<file path="config.mk">
export PLATFORM = sky130hd
export DESIGN_NAME = fwd_clk_monitor
export DESIGN_NICKNAME = d
export VERILOG_FILES = /design/src/rtl/fwd_clk_monitor.sv
export SDC_FILE = /design/constraint.sdc
export NUM_CORES = 1
export LEC_CHECK = 0
export ABC_AREA = 1
export CAP_MARGIN = 10
export CORE_UTILIZATION = 52
export DETAILED_ROUTE_END_ITERATION = 6
export GPL_TIMING_DRIVEN = 0
export PLACE_DENSITY = 0.75
export SLEW_MARGIN = 5
export SYNTH_ARGS = -nofsm -noshare
export SYNTH_HDL_FRONTEND = slang
export SYNTH_SLANG_ARGS = --single-unit
</file>
<file path="constraint.sdc">
create_clock -name clk -period 1.8 [get_ports clk]
set_input_delay 0.36 -clock clk [delete_from_list [all_inputs] [get_ports clk]]
set_output_delay 0.36 -clock clk [all_outputs]
set_load 0.02 [all_outputs]
</file>
<file path="src/rtl/fwd_clk_monitor.sv">
`default_nettype none
// ============================================================================
// Module   : fwd_clk_monitor
// Purpose  : Receive-side monitor for a forwarded clock. The forwarded clock
//            is treated as asynchronous data in the clk domain: it is
//            synchronized, its rising edges are counted over a fixed window
//            of clk cycles, and each window is qualified against the band
//            [EXP_MIN, EXP_MAX]. clk_ok asserts after LOCK_WINDOWS
//            consecutive good windows; a bad window while locked drops
//            clk_ok and pulses loss.
// Ports    : clk          local clock (forwarded clock must be < clk/2)
//            rst_n        asynchronous active-low reset
//            enable       monitor enable, synchronous to clk
//            fwd_clk_in   forwarded clock, asynchronous to clk
//            clk_ok       forwarded clock qualified (registered)
//            edge_count   edge count of the last completed window
//            window_done  one-cycle pulse when edge_count updates
//            loss         one-cycle pulse when clk_ok falls on a bad window
//            loss_clr     (FWD_CLK_LOSS_STICKY_EN only) clears loss_sticky
//            loss_sticky  (FWD_CLK_LOSS_STICKY_EN only) latched loss flag
// Options  : define FWD_CLK_LOSS_STICKY_EN to add loss_clr / loss_sticky.
// Revision : 1.0  initial release
// ============================================================================
module fwd_clk_monitor #(
    parameter int WINDOW       = 1024,
    parameter int EXP_MIN      = 250,
    parameter int EXP_MAX      = 262,
    parameter int LOCK_WINDOWS = 4,
    parameter int CW           = 11
) (
    input  logic          clk,
    input  logic          rst_n,
    input  logic          enable,
    input  logic          fwd_clk_in,
`ifdef FWD_CLK_LOSS_STICKY_EN
    input  logic          loss_clr,
    output logic          loss_sticky,
`endif
    output logic          clk_ok,
    output logic [CW-1:0] edge_count,
    output logic          window_done,
    output logic          loss
);

    localparam int c_win_w = (WINDOW > 1) ? $clog2(WINDOW) : 1;
    localparam int c_good_w = $clog2(LOCK_WINDOWS + 1);
    localparam logic [c_win_w-1:0] c_win_last = c_win_w'(WINDOW - 1);
    localparam logic [CW-1:0] c_cnt_max = {CW{1'b1}};
    localparam logic [CW-1:0] c_exp_min = CW'(EXP_MIN);
    localparam logic [CW-1:0] c_exp_max = CW'(EXP_MAX);
    localparam logic [c_good_w-1:0] c_lock_n = c_good_w'(LOCK_WINDOWS);

    typedef enum logic [1:0] {
        ST_SEARCH  = 2'd0,
        ST_ACQUIRE = 2'd1,
        ST_LOCKED  = 2'd2
    } state_t;

    logic                sync1_q, sync1_d;
    logic                sync2_q, sync2_d;
    logic                prev_q, prev_d;
    logic [c_win_w-1:0]  win_q, win_d;
    logic [CW-1:0]       cnt_q, cnt_d;
    logic [c_good_w-1:0] good_q, good_d;
    state_t              state_q, state_d;
    logic                clk_ok_q, clk_ok_d;
    logic [CW-1:0]       edge_count_q, edge_count_d;
    logic                done_q, done_d;
    logic                loss_q, loss_d;

    logic                w_edge_det;
    logic [CW-1:0]       w_final_cnt;
    logic                w_win_end;
    logic                w_good;
    logic [c_good_w-1:0] w_good_inc;

    // Edge detect sits behind the 2-flop synchronizer; prev_q is the
    // delayed copy used only for the rising-edge compare.
    assign w_edge_det  = sync2_q & ~prev_q;
    // Count including an edge on this very cycle, saturating so an overflow
    // still reads as above EXP_MAX rather than wrapping into the good band.
    assign w_final_cnt = (w_edge_det && (cnt_q != c_cnt_max)) ? cnt_q + CW'(1) : cnt_q;
    assign w_win_end   = enable && (win_q == c_win_last);
    assign w_good      = (w_final_cnt >= c_exp_min) && (w_final_cnt <= c_exp_max);
    assign w_good_inc  = good_q + c_good_w'(1);

    always_comb begin
        sync1_d      = fwd_clk_in;
        sync2_d      = sync1_q;
        prev_d       = sync2_q;
        win_d        = win_q;
        cnt_d        = cnt_q;
        good_d       = good_q;
        state_d      = state_q;
        edge_count_d = edge_count_q;
        done_d       = 1'b0;
        loss_d       = 1'b0;

        if (!enable) begin
            win_d   = '0;
            cnt_d   = '0;
            good_d  = '0;
            state_d = ST_SEARCH;
        end else if (w_win_end) begin
            win_d        = '0;
            cnt_d        = '0;
            edge_count_d = w_final_cnt;
            done_d       = 1'b1;
            case (state_q)
                ST_SEARCH: begin
                    if (w_good) begin
                        if (LOCK_WINDOWS == 1) begin
                            state_d = ST_LOCKED;
                            good_d  = '0;
                        end else begin
                            state_d = ST_ACQUIRE;
                            good_d  = c_good_w'(1);
                        end
                    end
                end
                ST_ACQUIRE: begin
                    if (w_good) begin
                        good_d = w_good_inc;
                        if (w_good_inc == c_lock_n) begin
                            state_d = ST_LOCKED;
                        end
                    end else begin
                        state_d = ST_SEARCH;
                        good_d  = '0;
                    end
                end
                ST_LOCKED: begin
                    if (!w_good) begin
                        state_d = ST_SEARCH;
                        good_d  = '0;
                        loss_d  = 1'b1;
                    end
                end
                default: begin
                    state_d = ST_SEARCH;
                    good_d  = '0;
                end
            endcase
        end else begin
            win_d = win_q + c_win_w'(1);
            cnt_d = w_final_cnt;
        end

        // State only moves at a window end or on disable, so clk_ok lines up
        // with window_done (or drops straight away on disable).
        clk_ok_d = (state_d == ST_LOCKED);
    end

    always_ff @(posedge clk or negedge rst_n) begin
        if (!rst_n) begin
            sync1_q      <= 1'b0;
            sync2_q      <= 1'b0;
            prev_q       <= 1'b0;
            win_q        <= '0;
            cnt_q        <= '0;
            good_q       <= '0;
            state_q      <= ST_SEARCH;
            clk_ok_q     <= 1'b0;
            edge_count_q <= '0;
            done_q       <= 1'b0;
            loss_q       <= 1'b0;
        end else begin
            sync1_q      <= sync1_d;
            sync2_q      <= sync2_d;
            prev_q       <= prev_d;
            win_q        <= win_d;
            cnt_q        <= cnt_d;
            good_q       <= good_d;
            state_q      <= state_d;
            clk_ok_q     <= clk_ok_d;
            edge_count_q <= edge_count_d;
            done_q       <= done_d;
            loss_q       <= loss_d;
        end
    end

    assign clk_ok      = clk_ok_q;
    assign edge_count  = edge_count_q;
    assign window_done = done_q;
    assign loss        = loss_q;

`ifdef FWD_CLK_LOSS_STICKY_EN
    logic loss_sticky_q, loss_sticky_d;

    // Set has priority over clear; set is taken from loss_d so the sticky
    // flag rises together with the loss pulse.
    always_comb begin
        loss_sticky_d = loss_d | (loss_sticky_q & ~loss_clr);
    end

    always_ff @(posedge clk or negedge rst_n) begin
        if (!rst_n) begin
            loss_sticky_q <= 1'b0;
        end else begin
            loss_sticky_q <= loss_sticky_d;
        end
    end

    assign loss_sticky = loss_sticky_q;
`endif

endmodule
`default_nettype wire
</file>
==> results.py <==
metrics = {
    "status": {
        "outcome": "finished, violations left",
        "violations": "negative setup slack",
    },
    "yosys": {
        "yosysSeqAreaShare": 0.468,
        "ys_top_cells_by_count": "nand2_1 (91), dfrtp_1 (43), nor2_1 (38)",
        "synth_fp_nets": 310,
        "postSynth.asyncResetShare": 1.00,
        "synth_edf_count": 0,
        "synth_area_per_cell_um2": 7.62,
        "synth_top_area_cell": "dfrtp_1",
        "synth.mux.area_fraction": 0,
        "synthSimpleGateAreaFrac": 0.340,
        "ys_seq_elements": 43,
        "synth.most_common_cell": "nand2_1",
        "synth_cell_types": 30,
        "synthCells": 302,
        "synth_top_area_share": 0.468,
        "synth_top_family_by_area": "simple AND/OR/NAND/NOR gates",
        "synth.area.top_cells": "dfrtp_1 (47%), nand2_1 (15%), nor2_1 (6.2%)",
        "netlist_area_mm2": 0.00230,
        "synth-xor-area-share": 0.00761,
        "synth_fa_ha_area_frac": 0.0218,
        "synth-compound-area-share": 0.0805,
        "synth_ff_type": "dfrtp_1",
        "yosysWarnings": 0,
    },
    "global_routing": {
        "grt_pass1_wl_um": 9430,
        "antenna_found_initial": 0,
        "grt_start_max_net_pins": 28,
        "grt_usage": 0.280,
        "grt_pass1_vias": 2033,
        "overflow": 0,
    },
    "drt": {
        "wl_um": 7180,
        "drt-wirelength-per-cell_um": 17.0,
        "drt_iter0_drc": 375,
        "ant_nets": 0,
        "drc": 0,
        "drt-vias-per-instance": 5.84,
        "vias": 2457,
        "drt-pass1-iter-count": 5,
    },
    "timing": {
        "fmax_mhz": 429,
        "skew_ps": 11.0,
        "tightest_slew_ps": 413,
        "layout_setup_ws_ps": -529,
        "relSlewSlack": 0.725,
        "min_period_over_period": 1.29,
        "finalMaxSlewViolations": 0,
        "rsz0062_at_grt": "yes",
        "fin_crit_ps": 2330,
        "hold_viol_final": 0,
        "setup_viol": 38,
        "hold_slack_ps": 356,
    },
    "cells_and_area": {
        "area.growth.synth_to_final_pct": 47.9,
        "multiInputGateArea_mm2": 0.00129,
        "layout-drive-gt1-share": 0.385,
        "nets": 378,
        "diodes": 0,
        "seq_area_mm2": 0.00108,
        "num-fill-cells": 238,
    },
    "worst_setup_path": {
        "worstPathRequired_ps": 2020,
        "reg2reg_from": "cnt_q[8]",
        "path_class": "reg2reg",
        "reg2reg_to": "clk_ok",
        "crit_arrival_ps": 2550,
        "endpoint_kind": "flop",
        "r2r_cells": 13,
        "cp_max_fo": 6,
        "rrSetupSlack_ps": -530,
        "worstSetupStartpointType": "flop",
    },
    "floorplan": {
        "die_y_um": 68.5,
        "die_x_um": 68.5,
        "io_pins": 18,
        "core_mm2": 0.00412,
        "rows": 23,
        "initial_utilization": 0.559,
        "die_area_mm2": 0.00469,
    },
    "power_and_ir_drop": {
        "p_leak_nw": 1.61,
        "power_mw": 2.10,
        "switching_share": 0.260,
        "p_clk_frac": 0.392,
        "ir_drop_mv": 0.566,
        "combPwrFrac": 0.131,
        "p_sw_uw": 545,
        "internal_power_mw": 1.55,
        "power_density_mw_per_mm2": 617,
        "pwr-share-seq": 0.477,
    },
    "min_path": {
        "whs_endpoint": "prev_d",
        "hold_path.class": "reg2reg",
        "worstHoldStart": "sync1_q",
        "hold_depth": 0,
    },
    "placement": {
        "post-place-ws_ps": -483,
        "dpl.hpwl_um": 3340,
        "place.gp.congestion": 0.863,
        "io_buffers": 17,
    },
    "job": {
        "max_cap_viol_count": 0,
    },
    "clock_network": {
        "cts_num_sinks": 43,
        "tritoncts": "built",
        "clockBufferDepth": 2,
        "cts_buffers": 5,
        "htreeDepth": 2,
        "root_buffer": "clkbuf_8",
        "clk_latency_ps": 310,
        "clk_pin_slew_ps": 90,
    },
}
sequential cells by signal (all words and copies together), names as in the netlist:
| register | cells |
|---|---|
| prev_q | 1 |
| sync1_q | 1 |
| loss | 1 |
| window_done | 1 |
| good_q | 3 |
| edge_count | 11 |
| win_q | 10 |
| prev_d | 1 |
| clk_ok | 1 |
| cnt_q | 11 |
| state_q | 2 |
worst max-delay path: stages, from the launching register on:
cell and delay, ps:
dfrtp_1 480, nand2_1 110, nor2_1 210, nand3_4 160
buf_8 170, nand3_1 80, nand2_2 110, a21oi_2 170
nand2_1 110, nand2_2 120, nand3_4 130, inv_4 90
o211ai_2 100, a21oi_1 200
layer usage:
| layer | global-route usage | share of wire |
|---|---|---|
| met2 | 0.444 | 0.46 |
| met3 | 0.0724 | 0.090 |
| met5 | 0 | 0 |
| met1 | 0.361 | 0.40 |
| met4 | 0.120 | 0.045 |
per-stage QoR:
stage          TNS, ps  cell area (um2)  utilization  instances
2_1_floorplan     -820             2320            -        302
3_3_place_gp    -40790             2550        0.621        369
3_5_place_dp     -9580             2570        0.624        370
4_1_cts          -4840             3120        0.759        407
5_1_grt         -11780             3400        0.827        421
6_report         -8180             3400        0.827        421
cells in the final DEF, fill, tap and decap left out, types with 2 or more instances in the layout:
cell type and n:
o21ai_2 9, nand4_1 6, nand2_1 66, nand3_4 3, inv_1 27, nand2_2 24
buf_6 10, o21ai_0 6, nor2_1 24, nand3_2 5, buf_12 3, clkbuf_8 6
nand2_4 6, inv_2 9, clkdlybuf4s50_1 16, buf_8 8, nor2_2 11, nand3_1 18
dfrtp_1 42, nor3_2 2, ha_2 2, o21ai_1 7, buf_4 26, a21oi_1 8
nor2_4 6, ha_1 2, a21oi_2 2
cell type report:
class / count / share of cell area
repair buffers: 61 / 0.180
clock buffers: 6 / 0.0243
multi-input cells: 215 / 0.378
flip-flops and latches: 43 / 0.317
well taps: 50 / 0.0184
plain buffers: 6 / 0.0243
inverters: 38 / 0.0463
clock inverters: 2 / 0.0114
logic make-up after synthesis:
family | after synthesis
compound gates | 34
fa+ha+maj | 4
simple gates | 175
buf+inv | 44
flops | 43
xor+xnor | 2
worst max-delay path by stage:
| stage | endpoint | slack (ps) | from |
|---|---|---|---|
| final | clk_ok | -530 | cnt_q[8] |
| after global routing | good_q[1] | -600 | cnt_q[2] |
| after CTS | good_q[1] | -320 | cnt_q[1] |
| after detailed placement | good_q[0] | -480 | cnt_q[0] |
| after global placement | win_q[6] | -740 | rst_n |
| after floorplan | good_q[1] | -180 | cnt_q[0] |
what timing repair did:
item	CTS	global route
setup endpoints to repair	39	39
hold endpoints to repair	16	0
hold buffers	1	0
pin swaps	10	20
buffers inserted	26	16
cloned	3	1
resized for setup	65	55
power by group through the flow:
stage	clock network, mW	registers (mW)	logic [mW]
3_3_place_gp	0	1.02	0.146
3_5_place_dp	0	1.02	0.153
2_1_floorplan	0	1.02	0.101
5_1_grt	0.860	1.00	0.299
4_1_cts	0.823	0.998	0.209
6_report	0.822	1.00	0.276
(Power assumes the default switching activity.)
